[config.mk]
export PLATFORM = sky130hd
export DESIGN_NAME = avalon_mult_master
export DESIGN_NICKNAME = d
export VERILOG_FILES = /design/src/rtl/avalon_mult_master.sv
export SDC_FILE = /design/constraint.sdc
export NUM_CORES = 1
export LEC_CHECK = 0
export CORE_UTILIZATION = 30
export CTS_CLUSTER_DIAMETER = 50
export CTS_CLUSTER_SIZE = 8
export DETAILED_ROUTE_END_ITERATION = 16
export PLACE_DENSITY_LB_ADDON = 0.3
export SYNTH_ARGS = -nofsm -noshare
export SYNTH_HDL_FRONTEND = slang
export SYNTH_SLANG_ARGS = --single-unit
export TNS_END_PERCENT = 30
[constraint.sdc]
create_clock -name iClk -period 2.68 [get_ports iClk]
set_clock_uncertainty 0.1 [all_clocks]
set_input_delay 0.536 -clock iClk [delete_from_list [all_inputs] [get_ports iClk]]
set_output_delay 0.536 -clock iClk [all_outputs]
set_load 0.01 [all_outputs]
[src/rtl/avalon_mult_master.sv]
// avalon_mult_master: Avalon-MM initiator for a memory-mapped multiplier slave.
// On a start strobe it writes operand A and operand B, then reads the product
// back and returns it with a one-cycle done pulse.
// Optional feature macro: AVM_MULT_SELFCHECK_EN. When defined, a local
// multiplier checks the returned product and sets a sticky mismatch flag.
module avalon_mult_master #(
    parameter int OP_W         = 4,
    parameter int DATA_W       = 32,
    parameter int ADDR_W       = 2,
    parameter int ADDR_A       = 0,
    parameter int ADDR_B       = 1,
    parameter int ADDR_Z       = 2,
    parameter int READ_LATENCY = 1
) (
    input  logic              iClk,
    input  logic              iReset,
    input  logic              iStart,
    input  logic [OP_W-1:0]   iOpA,
    input  logic [OP_W-1:0]   iOpB,
    output logic              oBusy,
    output logic              oDone,
    output logic [DATA_W-1:0] oResult,
    output logic              oMismatch,
    output logic              oChipSelect_n,
    output logic              oWrite_n,
    output logic              oRead_n,
    output logic [ADDR_W-1:0] oAddress,
    output logic [DATA_W-1:0] oData,
    input  logic [DATA_W-1:0] iData,
    input  logic              iWaitRequest
);

    typedef enum logic [2:0] {
        IDLE,
        WR_A,
        WR_B,
        RD_REQ,
        RD_WAIT,
        DONE
    } state_t;

    localparam logic [ADDR_W-1:0] ADDR_A_W = ADDR_W'(ADDR_A);
    localparam logic [ADDR_W-1:0] ADDR_B_W = ADDR_W'(ADDR_B);
    localparam logic [ADDR_W-1:0] ADDR_Z_W = ADDR_W'(ADDR_Z);
    localparam bit                ZERO_LAT = (READ_LATENCY == 0);
    localparam logic [1:0]        LAT_LOAD = (READ_LATENCY > 0) ? 2'(READ_LATENCY - 1) : 2'd0;

    state_t            state;
    logic [OP_W-1:0]   op_b;
    logic [1:0]        lat_cnt;
    logic              capture;

    // Read data is taken either in the accept cycle (zero latency) or when
    // the latency counter has run down to zero.
    assign capture = ((state == RD_REQ) && !iWaitRequest && ZERO_LAT) ||
                     ((state == RD_WAIT) && (lat_cnt == 2'd0));

    // Main sequencer: every bus and status output is a register here, so the
    // wait request never reaches an output combinationally.
    always_ff @(posedge iClk or posedge iReset) begin
        if (iReset) begin
            state         <= IDLE;
            op_b          <= '0;
            lat_cnt       <= 2'd0;
            oChipSelect_n <= 1'b1;
            oWrite_n      <= 1'b1;
            oRead_n       <= 1'b1;
            oAddress      <= '0;
            oData         <= '0;
            oResult       <= '0;
            oBusy         <= 1'b0;
            oDone         <= 1'b0;
        end else begin
            oDone <= 1'b0;
            case (state)
                IDLE: begin
                    if (iStart) begin
                        op_b          <= iOpB;
                        oBusy         <= 1'b1;
                        oChipSelect_n <= 1'b0;
                        oWrite_n      <= 1'b0;
                        oAddress      <= ADDR_A_W;
                        oData         <= {{(DATA_W-OP_W){1'b0}}, iOpA};
                        state         <= WR_A;
                    end
                end
                WR_A: begin
                    if (!iWaitRequest) begin
                        oAddress <= ADDR_B_W;
                        oData    <= {{(DATA_W-OP_W){1'b0}}, op_b};
                        state    <= WR_B;
                    end
                end
                WR_B: begin
                    if (!iWaitRequest) begin
                        oWrite_n <= 1'b1;
                        oRead_n  <= 1'b0;
                        oAddress <= ADDR_Z_W;
                        oData    <= '0;
                        state    <= RD_REQ;
                    end
                end
                RD_REQ: begin
                    if (!iWaitRequest) begin
                        oChipSelect_n <= 1'b1;
                        oRead_n       <= 1'b1;
                        oAddress      <= '0;
                        if (!ZERO_LAT) begin
                            lat_cnt <= LAT_LOAD;
                            state   <= RD_WAIT;
                        end
                    end
                end
                RD_WAIT: begin
                    if (lat_cnt != 2'd0) begin
                        lat_cnt <= lat_cnt - 2'd1;
                    end
                end
                DONE: begin
                    oBusy <= 1'b0;
                    state <= IDLE;
                end
                default: begin
                    state <= IDLE;
                end
            endcase
            if (capture) begin
                oResult <= iData;
                oDone   <= 1'b1;
                state   <= DONE;
            end
        end
    end

`ifdef AVM_MULT_SELFCHECK_EN
    logic [DATA_W-1:0] expected;
    logic [2*OP_W-1:0] product;

    assign product = {{OP_W{1'b0}}, iOpA} * {{OP_W{1'b0}}, iOpB};

    // Remember the product at start and flag any later disagreement forever.
    always_ff @(posedge iClk or posedge iReset) begin
        if (iReset) begin
            expected  <= '0;
            oMismatch <= 1'b0;
        end else begin
            if ((state == IDLE) && iStart) begin
                expected <= DATA_W'(product);
            end
            if (capture && (iData != expected)) begin
                oMismatch <= 1'b1;
            end
        end
    end
`else
    assign oMismatch = 1'b0;
`endif

endmodule

==> results.sh <==
export IMPL_status="finished clean"
export IMPL_period_minus_slack_ns=2.044
export IMPL_cts_tree="yes"
export IMPL_ir_drop_mv=0.4412
export IMPL_tightest_slew_ns=0.5664
export IMPL_timing_rr_start="state[1]"
export IMPL_final_common_cell="clkdlybuf4s50_1"
export IMPL_finish_cell_count_without_fillers=392
export IMPL_multi_input_area_um2=1079
export IMPL_hold_depth=2
export IMPL_area_growth_pct=37.29
export IMPL_synth_top_family_by_area="multiplexers"
export IMPL_rsz0062_at_grt="false"
export IMPL_die_h_um=95.16
export IMPL_ff2ff_path_depth=4
export IMPL_dp_hpwl_um=3566
export IMPL_cp_max_fo=33
export IMPL_grt_remaining_overflow=0
export IMPL_drtAntennaViolNets=0
export IMPL_die_w_um=95.16
export IMPL_fillers=807
export IMPL_gp_congestion=0.7013
export IMPL_p_leak_uw=0.001578
export IMPL_p_total_uw=3886
export IMPL_netlist_instances=198
export IMPL_vias=1652
export IMPL_synth_top_area_share_pct=47.09
export IMPL_yosys_warnings=0
export IMPL_grt_usage_pct=11.36
export IMPL_portBuffers=86
export IMPL_yosysUniqueCellTypes=38
export IMPL_whs_ns=0.3708
export IMPL_nets=331
export IMPL_antenna_found_initial=0
export IMPL_viasPerCell=4.214
export IMPL_fin_setup_tns_ns=0
export IMPL_yosys_area_share_adder_pct=0.4805
export IMPL_wl_per_cell_um=12.85
export IMPL_path_class="register to register"
export IMPL_grt_pass1_wl_um=7935
export IMPL_coreArea_um2=8299
export IMPL_setup_viol=0
export IMPL_holdCritPathClass="register to register"
export IMPL_cp_end_kind="register"
export IMPL_hold_violations=0
export IMPL_synth_top_cell_by_area="dfrtp_1"
export IMPL_routed_wl_um=5039
export IMPL_maxSlewHeadroom_pct=62.24
export IMPL_synth_compound_area_share_pct=5.526
export IMPL_clockBufferDepth=2
export IMPL_cts_hold_buf=0
export IMPL_clock_latency_ns=0.30
export IMPL_firstDrtPassIters=4
export IMPL_ys_seq_area_share_pct=50.12
export IMPL_htree_num_levels=2
export IMPL_ios=116
export IMPL_reg2reg_to="oResult[28]"
export IMPL_placed_cells=384
export IMPL_placed_cell_area_um2=3453
export IMPL_avgSynthCellArea_um2=13.15
export IMPL_cts_buffers=5
export IMPL_min_from="oRead_n"
export IMPL_layout_drive_gt1_share_pct=21.95
export IMPL_maxCapViolations=0
export IMPL_cts_resized=0
export IMPL_final_cell_mix="86 x clkdlybuf4s50_1, 49 x dfrtp_1, 29 x mux2_4, 29 x conb_1, 11 x mux2_2"
export IMPL_cts_clk_slew_worst_paths_ns=0.09
export IMPL_final_cell_area_um2=3575
export IMPL_worstPathRequired_ns=2.77
export IMPL_maxSlewViolCount=0
export IMPL_synth_simple_area_share_pct=9.419
export IMPL_fmax_mhz=489.3
export IMPL_critPathLaunchType="register"
export IMPL_synth_area_top_cells="dfrtp_1 47%, mux2_4 17%, buf_4 8.6%"
export IMPL_ys_seq_elements=52
export IMPL_grt_max_degree=34
export IMPL_fp_row_count=33
export IMPL_p_per_area_nw_per_um2=1087
export IMPL_syn_area_um2=2604
export IMPL_worst_r2r_setup_slack_ns=0.64
export IMPL_first_iter_violations=48
export IMPL_grt_pass1_vias=1610
export IMPL_synthMuxAreaShare_pct=21.48
export IMPL_initial_core_util_pct=31.37
export IMPL_arrival_ns=2.13
export IMPL_num_antenna_cells=0
export IMPL_synth_xor_area_share_pct=0.3364
export IMPL_root_buffer="clkbuf_8"
export IMPL_cts_sink_count=52
export IMPL_drc=0
export IMPL_period_share_pct=76.27
export IMPL_die_area_um2=9055
export IMPL_ff_latch_area_um2=1305
export IMPL_hold_end="oRead_n"
export IMPL_post_cts_buffers=0
## kinds of logic (layout without fill, tap and decap cells)
family	after synthesis	after routing
flops	52	52
xor+xnor	1	1
other cells	1	29
simple gates	40	40
fa+ha+maj	1	1
compound gates	20	20
mux	40	40
buf+inv	43	104
## worst max-delay path: stages (launching register included)
cell	delay, ns
dfrtp_1	0.60
or3b_4	0.52
nor2_8	0.10
buf_12	0.23
mux2_2	0.36
## cell type report
cell class	instances	share of cell area, %
Timing Repair Buffer	90	25.62
Multi-Input combinational cell	131	30.17
Clock buffer	6	2.310
Tap cell	105	3.675
Clock inverter	2	1.085
Inverter	6	0.6300
Sequential cell	52	36.51
## worst max-delay path by stage
stage	start	end	slack [ns]
finish	state[1]	oResult[28]	0.64
global route	state[1]	oResult[28]	0.56
CTS	state[1]	oResult[28]	0.63
detailed placement	iWaitRequest	oData[3]	0.36
global placement	iWaitRequest	oData[1]	0.39
floorplan	iReset	lat_cnt[0]	0.79
## per-stage QoR
stage          setup WS (ns)  utilization, %
2_1_floorplan         0.7911               -
3_3_place_gp          0.3886           41.61
3_5_place_dp          0.3635           41.61
4_1_cts               0.6260           43.07
5_1_grt               0.5563           43.07
6_report              0.6361           43.07
## per-layer routing
metal,track usage [%],wire length (µm),vias to the layer above
met1,15.02,2305,789
met4,3.030,35,0
li1,-,-,794
met3,2.871,287,5
met5,0,0,-
met2,18.39,2410,64
## state kept, by name, summed over array words and instances (netlist names), 2 cells and up
name / cells
oData: 4
oResult: 32
oAddress: 2
state: 3
lat_cnt: 2
op_b: 4
## Yosys cell counts
master,number
nor2_1,5
a21oi_1,1
nor4_1,1
nor3b_1,2
and2b_1,3
or2_2,1
buf_2,2
inv_1,6
buf_4,30
ha_1,1
conb_1,1
a31oi_1,1
mux2_4,29
clkbuf_1,2
dfrtp_1,49
o31a_1,1
or3b_4,1
buf_12,3
or3b_2,1
a31o_2,1
dfstp_2,3
o221a_2,1
nor3_2,1
nand2b_1,3
o21bai_1,1
xnor2_1,1
or3_1,1
a221oi_1,1
nor4b_1,1
a221o_1,4
nor2b_1,4
nor3_1,1
and3_1,4
o21ai_0,8
a22oi_1,1
mux2_2,11
nand2_1,10
nor2_8,1
## where the power goes
part	leakage, µW	switching (µW)	internal, µW
logic	0.000882	698	1220
registers	0.000634	232	1170
clock network	0.0000614	259	306
(Power assumes the default switching activity.)
